[config.mk]
export PLATFORM = sky130hd
export DESIGN_NAME = exter_io_pattern_gen
export DESIGN_NICKNAME = d
export VERILOG_FILES = /design/src/rtl/exter_io_pattern_gen.sv
export SDC_FILE = /design/constraint.sdc
export NUM_CORES = 1
export LEC_CHECK = 0
export ABC_AREA = 1
export BUFFER_PORTS_ARGS = -buffer_cell sky130_fd_sc_hd__buf_2
export CORE_ASPECT_RATIO = 1.4
export CORE_MARGIN = 4
export CORE_UTILIZATION = 45
export CTS_CLUSTER_DIAMETER = 120
export DETAILED_ROUTE_END_ITERATION = 10
export PLACE_DENSITY_LB_ADDON = 0.12
export SLEW_MARGIN = 30
export SYNTH_ARGS = -nofsm -noshare
export SYNTH_HDL_FRONTEND = slang
export SYNTH_SLANG_ARGS = --single-unit
[constraint.sdc]
create_clock -name clk -period 8.72 [get_ports clk]
set_input_delay 0.872 -clock clk [delete_from_list [all_inputs] [get_ports clk]]
set_output_delay 0.872 -clock clk [all_outputs]
set_load 0.1 [all_outputs]
[src/rtl/exter_io_pattern_gen.sv]
// Board bring-up pattern generator for the external IO headers: four test patterns
// advanced by a prescaler tick, with a debounced push-button that cycles the mode.
module exter_io_pattern_gen #(
    parameter int CH_NUM     = 70,
    parameter int DIV_WIDTH  = 25,
    parameter int DEB_CYCLES = 1_000_000
) (
    input  logic              clk,
    input  logic              rst,
    input  logic              key,
    output logic [CH_NUM-1:0] io_out,
    output logic [1:0]        mode,
    output logic              tick
);

    localparam int WALK_W = $clog2(CH_NUM);
    localparam int DEB_W  = $clog2(DEB_CYCLES);

    typedef enum logic [1:0] {
        MODE_ALT   = 2'd0,
        MODE_WALK  = 2'd1,
        MODE_COUNT = 2'd2,
        MODE_ALL   = 2'd3
    } mode_e;

    logic [DIV_WIDTH-1:0] cnt, cnt_n;
    logic                 phase, phase_n;
    logic [WALK_W-1:0]    walk_idx, walk_n;
    logic [CH_NUM-1:0]    count, count_n;
    mode_e                mode_q, mode_n;
    logic [CH_NUM-1:0]    io_n;

    logic             key_meta, key_sync;
    logic             deb_key, deb_key_d;
    logic [DEB_W-1:0] deb_cnt;
    logic             press;

    assign tick  = &cnt;
    assign mode  = mode_q;
    assign press = deb_key_d & ~deb_key;

    // Key path: the raw button is idle-high, so every stage resets to 1 to avoid
    // a spurious press event coming out of reset.
    // NOTE: state registers use non-blocking assignments so every flop samples
    // the pre-edge values of its peers, independent of statement order.
    always_ff @(posedge clk or posedge rst) begin
        if (rst) begin
            key_meta  <= 1'b1;
            key_sync  <= 1'b1;
            deb_key   <= 1'b1;
            deb_key_d <= 1'b1;
            deb_cnt   <= '0;
        end else begin
            key_meta  <= key;
            key_sync  <= key_meta;
            deb_key_d <= deb_key;
            if (key_sync == deb_key) begin
                deb_cnt <= '0;
            end else if (deb_cnt == DEB_W'(DEB_CYCLES - 1)) begin
                deb_key <= key_sync;
                deb_cnt <= '0;
            end else begin
                deb_cnt <= deb_cnt + DEB_W'(1);
            end
        end
    end

    // NOTE: every signal driven here gets a default first, so no path through
    // the block can leave one unassigned and infer a latch.
    always_comb begin
        cnt_n   = cnt + DIV_WIDTH'(1);
        phase_n = phase;
        walk_n  = walk_idx;
        count_n = count;
        mode_n  = mode_q;
        if (press) begin
            // A mode change restarts the pattern and swallows a coincident tick.
            mode_n  = mode_e'(mode_q + 2'd1);
            cnt_n   = '0;
            phase_n = 1'b0;
            walk_n  = '0;
            count_n = '0;
        end else if (tick) begin
            phase_n = ~phase;
            walk_n  = (walk_idx == WALK_W'(CH_NUM - 1)) ? '0 : walk_idx + WALK_W'(1);
            count_n = count + CH_NUM'(1);
        end

        io_n = '0;
        for (int i = 0; i < CH_NUM; i++) begin
            unique case (mode_n)
                MODE_ALT:   io_n[i] = phase_n ^ (i % 2 == 1);
                MODE_WALK:  io_n[i] = (WALK_W'(i) == walk_n);
                MODE_COUNT: io_n[i] = count_n[i];
                MODE_ALL:   io_n[i] = phase_n;
            endcase
        end
    end

    always_ff @(posedge clk or posedge rst) begin
        if (rst) begin
            cnt      <= '0;
            phase    <= 1'b0;
            walk_idx <= '0;
            count    <= '0;
            mode_q   <= MODE_ALT;
            for (int i = 0; i < CH_NUM; i++) io_out[i] <= (i % 2 == 1);
        end else begin
            cnt      <= cnt_n;
            phase    <= phase_n;
            walk_idx <= walk_n;
            count    <= count_n;
            mode_q   <= mode_n;
            io_out   <= io_n;
        end
    end

endmodule

==> flow_metrics.env, run 1 <==
export IMPL_place_congestion=0.998
export IMPL_reg2reg_depth=14
export IMPL_grt_max_degree=133
export IMPL_final_common_cell="nand2_1"
export IMPL_die_h_um=202
export IMPL_n_antenna_cell=0
export IMPL_placement_io_buffers=75
export IMPL_yosysWarnings=0
export IMPL_regArea_um2=5030
export IMPL_avgViaCountPerCell=5.43
export IMPL_hold_class="reg -> reg"
export IMPL_timing_final_setup_violations=0
export IMPL_dieArea_um2=29500
export IMPL_busiest_layer="met2"
export IMPL_synth_cell_types=47
export IMPL_cts_tree="yes"
export IMPL_power_share_switching_pct=23.0
export IMPL_setup_slack_ns=4.90
export IMPL_overflow=0
export IMPL_p_per_area_nw_per_um2=136
export IMPL_ys_flop_type="dfrtp_1"
export IMPL_numCtsBuffers=17
export IMPL_hold_path_cell_count=0
export IMPL_drv_cap=0
export IMPL_ys_ff_latch=199
export IMPL_drc_errors=0
export IMPL_yosys_area_top_type="dfrtp_1"
export IMPL_syn_avg_cell_area_um2=7.01
export IMPL_synth_area_top_cells="dfrtp_1, nand2_1, dfstp_2, nor2_1, inv_1"
export IMPL_slew_headroom_pct=39.4
export IMPL_period_share_pct=43.8
export IMPL_fill_cells=2722
export IMPL_fmax_ghz=0.262
export IMPL_clockPowerShare_pct=47.4
export IMPL_vdd_ir_drop_max_mv=0.121
export IMPL_row_count=70
export IMPL_use_met2_pct=49.6
export IMPL_die_x_um=146
export IMPL_path_clk_slew_ns=0.08
export IMPL_synth_edf_count=0
export IMPL_rsz0062_at_grt="false"
export IMPL_crit_arrival_ns=4.20
export IMPL_synth_top_area_share_pct=33.3
export IMPL_cts_buffer_depth=2
export IMPL_combinationalPowerShare_pct=1.3
export IMPL_cts_htree_levels=4
export IMPL_power_switching_mw=0.416
export IMPL_netlist_area_um2=12000
export IMPL_worstPathMaxFanout=33
export IMPL_internal_power_mw=1.39
export IMPL_power_share_sequential_pct=51.3
export IMPL_seq_area_frac_synth_pct=41.8
export IMPL_grt_pass1_vias=11430
export IMPL_ctsRootBufferMaster="clkbuf_16"
export IMPL_multi_input_area_um2=6090
export IMPL_initial_core_util_pct=45.8
export IMPL_use_met3_pct=3.04
export IMPL_startpoint_type="flip-flop"
export IMPL_required_ns=9.11
export IMPL_nNetsFinal=1778
export IMPL_skew_ns=0.0111
export IMPL_drt_total_wl_mm=40.7
export IMPL_synth_async_sr_flop_share_pct=100
export IMPL_critPathKind="reg -> reg"
export IMPL_grt_antenna_before_repair=0
export IMPL_grt_pass1_wl_mm=64.0
export IMPL_tns_ns=0
export IMPL_hold_violations=0
export IMPL_vias=11411
export IMPL_syn_nets=1729
export IMPL_clk_latency_ns=0.46
export IMPL_layout_common_cells="nand2_1, nor2_1, inv_1, dfrtp_1, nand3_1"
export IMPL_drtIter0Drc=840
export IMPL_outcome="finished clean"
export IMPL_hpwl_mm=31.0
export IMPL_finalPower_mw=1.80
export IMPL_ant_nets=0
export IMPL_pre_cts_slack_ns=4.96
export IMPL_crit_path_end_kind="flip-flop"
export IMPL_leakagePower_nw=6.22
export IMPL_ctsResizeCount=0
export IMPL_cts_sinks=199
export IMPL_slew_viol_final=0
export IMPL_drt_pass1_iterations=6
export IMPL_syn_inst=1717
export IMPL_area_growth_syn_to_layout_pct=10.1
export IMPL_utilization_pct=50.4
export IMPL_coreArea_um2=26300
export IMPL_cts_setup_buffers=0
export IMPL_wire_per_inst_um=19.4
export IMPL_fin_crit_ns=3.82
export IMPL_drive_gt1_share_pct=12.6
export IMPL_num_io_pins=76
export IMPL_grtUsageMet1_pct=34.3
export IMPL_worst_pin_slew_ns=0.904
export IMPL_postCtsHoldBufs=0
export IMPL_grt_usage_pct=28.0
-- power by group through the flow --
stage | Sequential (mW) | Combinational [mW] | Clock, mW
6_report | 0.926 | 0.0242 | 0.855
5_1_grt | 0.926 | 0.0289 | 0.912
4_1_cts | 0.926 | 0.0256 | 0.871
3_5_place_dp | 0.944 | 0.0254 | 0
3_3_place_gp | 0.943 | 0.0253 | 0
2_1_floorplan | 0.943 | 0.0166 | 0
-- logic make-up after synthesis --
group,share of synthesized area (%)
xor+xnor,2.18
flops,41.8
fa+ha+maj,0.935
simple gates,41.7
compound gates,5.63
mux,0.0935
buf+inv,7.68
-- critical path: stages, from the launching register on --
cell      delay [ns]
dfstp_2         0.56
inv_1           0.07
nand2_4         0.37
clkinv_1        0.16
buf_4           0.27
nand2_1         0.13
xor2_1          0.26
ha_1            0.63
clkinv_1        0.26
buf_4           0.31
nor2_4          0.36
nand2_1         0.10
nand3_1         0.10
nand2_1         0.06
nand2_1         0.08
-- path summary, 6_finish.rpt --
check	end	from	slack (ns)
worst max-delay path	io_out[49]	deb_key	4.90
worst min-delay path	key_sync	key_meta	0.36
worst max register to register	io_out[49]	deb_key	4.90
worst min register to register	key_sync	key_meta	0.36
max in group asynchronous	io_out[14]	rst	7.03
min in group asynchronous	deb_cnt[18]	rst	0.49
-- layer usage --
metal | vias to the layer above | wire length, um
met4 | 0 | 1800
met2 | 274 | 20800
met1 | 5471 | 16700
met3 | 78 | 1370
li1 | 5588 | -
met5 | - | 0
-- synth_stat cells (all sizes together) (4+ instances only) --
library cell / instances
or2: 16
dfrtp: 160
xor2: 26
nand3: 124
nor3: 39
o21ai: 60
ha: 9
o21bai: 6
a211oi: 6
xnor2: 4
nor2: 264
a21o: 5
inv: 173
clkbuf: 29
nor4: 5
nand2: 578
nor3b: 5
a21oi: 32
nand4: 73
and3: 20
dfstp: 39
buf: 23
-- stage by stage --
step           hold slack, ns  cells  instance area, um2
2_1_floorplan           0.345   1717               12000
3_3_place_gp            0.346   2071               12600
3_5_place_dp            0.350   2071               12600
4_1_cts                 0.363   2103               13200
5_1_grt                 0.370   2103               13200
6_report                0.361   2103               13200
-- state kept, by name (all words and copies together) (netlist names) --
name / cells
deb_key_d: 1
cnt: 25
walk_idx: 7
deb_cnt: 20
phase: 1
io_out: 70
mode: 2
key_sync: 1
deb_key: 1
count: 70
key_meta: 1
-- cell type report --
class                   instances  area share, %
clock inverters                14           1.40
multi-input cells            1290           46.0
well taps                     324           3.06
clock buffers                  18           3.24
flip-flops and latches        199           38.0
inverters                     176           5.08
repair buffers                 82           3.26
Power figures use the tool's default switching activity.
==> run 2, diff against run 1 <==
==> constraint.sdc (replaced) <==
create_clock -name clk -period 4 [get_ports clk]
set_input_delay 0.4 -clock clk [delete_from_list [all_inputs] [get_ports clk]]
set_output_delay 0.4 -clock clk [all_outputs]
set_load 0.1 [all_outputs]
==> run 2 against run 1 <==
Against the previous run:
- hold slack got worse by 0.33 ns
- critical path depth is 2 higher
- setup slack got worse by 4.3 ns
- design area up 0.77%
- sequential share of layout area down 0.29 points
- flip-flop and latch count stayed put
- clock power is 120% higher
- critical path type unchanged
- critical endpoint is now io_out[57]
==> flow_metrics.env, run 2 (synthesis gave the netlist of run 1 again) <==
export IMPL_wire_per_inst_um=19.3
export IMPL_cts_tree="yes"
export IMPL_grt_pass1_vias=11080
export IMPL_top_layer="met4"
export IMPL_reg2reg_depth=16
export IMPL_whs_ns=0.0281
export IMPL_place_congestion=0.967
export IMPL_rsz0062_at_grt="false"
export IMPL_drv_cap=0
export IMPL_dp_cells=2077
export IMPL_die_x_um=146
export IMPL_leakagePower_nw=6.28
export IMPL_die_h_um=202
export IMPL_ctsResizeCount=0
export IMPL_drive_gt1_share_pct=12.9
export IMPL_n_antenna_cell=0
export IMPL_largestRegisters="count: 70 flops, io_out: 70 flops, cnt: 25 flops"
export IMPL_grt_usage_pct=27.6
export IMPL_required_ns=4.38
export IMPL_dr_wl_met3_mm=1.82
export IMPL_overflow=0
export IMPL_placement_io_buffers=75
export IMPL_regToRegSetupSlack_ns=0.61
export IMPL_hpwl_mm=31.2
export IMPL_path_clk_slew_ns=0.08
export IMPL_grt_antenna_before_repair=0
export IMPL_outcome="finished clean"
export IMPL_ant_nets=0
export IMPL_clk_latency_ns=0.45
export IMPL_numCtsBuffers=17
export IMPL_skew_ns=0.00993
export IMPL_tns_ns=0
export IMPL_timing_final_setup_violations=0
export IMPL_worst_pin_slew_ns=0.944
export IMPL_coreArea_um2=26300
export IMPL_routed_wl_met2_mm=19.9
export IMPL_p_per_area_nw_per_um2=298
export IMPL_period_share_pct=84.6
export IMPL_cts_sinks=199
export IMPL_grt_max_degree=90
export IMPL_layout_common_cells="nand2_1, nor2_1, inv_1, dfrtp_1, nand3_1"
export IMPL_instances_no_fill=2110
export IMPL_utilization_pct=50.8
export IMPL_nNetsFinal=1785
export IMPL_dieArea_um2=29500
export IMPL_initial_core_util_pct=45.8
export IMPL_critPathKind="reg -> reg"
export IMPL_vias=11492
export IMPL_worstPathMaxFanout=54
export IMPL_grt_pass1_wl_mm=62.6
export IMPL_num_io_pins=76
export IMPL_drtIter0Drc=1010
export IMPL_hold_violations=0
export IMPL_wl_met1_mm=16.5
export IMPL_area_growth_syn_to_layout_pct=10.9
export IMPL_hold_class="in -> async"
export IMPL_drt_pass1_iterations=5
export IMPL_crit_arrival_ns=3.77
export IMPL_vdd_ir_drop_max_mv=0.264
export IMPL_ctsRootBufferMaster="clkbuf_16"
export IMPL_cts_htree_levels=4
export IMPL_slew_viol_final=0
export IMPL_crit_path_end_kind="flip-flop"
export IMPL_drc_errors=0
export IMPL_row_count=70
export IMPL_postCtsHoldBufs=0
export IMPL_fin_crit_ns=3.39
export IMPL_slew_headroom_pct=37.0
export IMPL_avgViaCountPerCell=5.45
export IMPL_final_common_cell="nand2_1"
export IMPL_cts_setup_buffers=0
export IMPL_startpoint_type="flip-flop"
export IMPL_finalPower_mw=3.97
export IMPL_cts_buffer_depth=2
export IMPL_drt_total_wl_mm=40.7
export IMPL_fmax_ghz=0.295
## run 2: metal layers
metal / up-vias / global-route usage, %
met1: 5469 / 34.0
met5: - / 0
met3: 90 / 3.60
met2: 334 / 46.2
met4: 0 / 16.3
li1: 5599 / -
## run 2: final timing paths
path	start	to
max	cnt[0]	io_out[57]
min	rst	io_out[50]
max reg2reg	cnt[0]	io_out[57]
min reg2reg	deb_key	deb_key_d
max in group asynchronous	rst	deb_key_d
min in group clk	key	key_meta
## run 2: cell type report
cell class / count / area, um2
repair buffers: 89 / 526
well taps: 324 / 405
flip-flops and latches: 199 / 5030
clock inverters: 12 / 188
fillers: 2670 / 12900
inverters: 176 / 664
multi-input cells: 1290 / 6090
clock buffers: 20 / 447
## run 2: per-stage QoR
stage,worst slack [ns],area (um2)
2_1_floorplan,1.06,12000
3_3_place_gp,0.744,12700
3_5_place_dp,0.683,12700
4_1_cts,0.658,13300
5_1_grt,0.403,13400
6_report,0.614,13400
## run 2: critical path, cell delays in order, from the launching register on
cell	delay, ns
dfrtp_1	0.37
ha_1	0.17
nand2_1	0.10
nor2_4	0.15
nand2_2	0.13
nor2_4	0.30
nand2_4	0.30
inv_2	0.14
buf_4	0.51
nand2_2	0.14
nand3_4	0.18
nand3_4	0.12
nor2_4	0.35
nand2_1	0.10
nand3_1	0.10
nand2_1	0.06
nand2_1	0.07
## run 2: power breakdown
group          leakage [nW]  internal, mW  switching, mW  total (mW)
logic                  3.34        0.0108         0.0478      0.0586
registers              2.63          2.02        0.00362        2.02
clock network         0.313          1.08          0.816        1.89
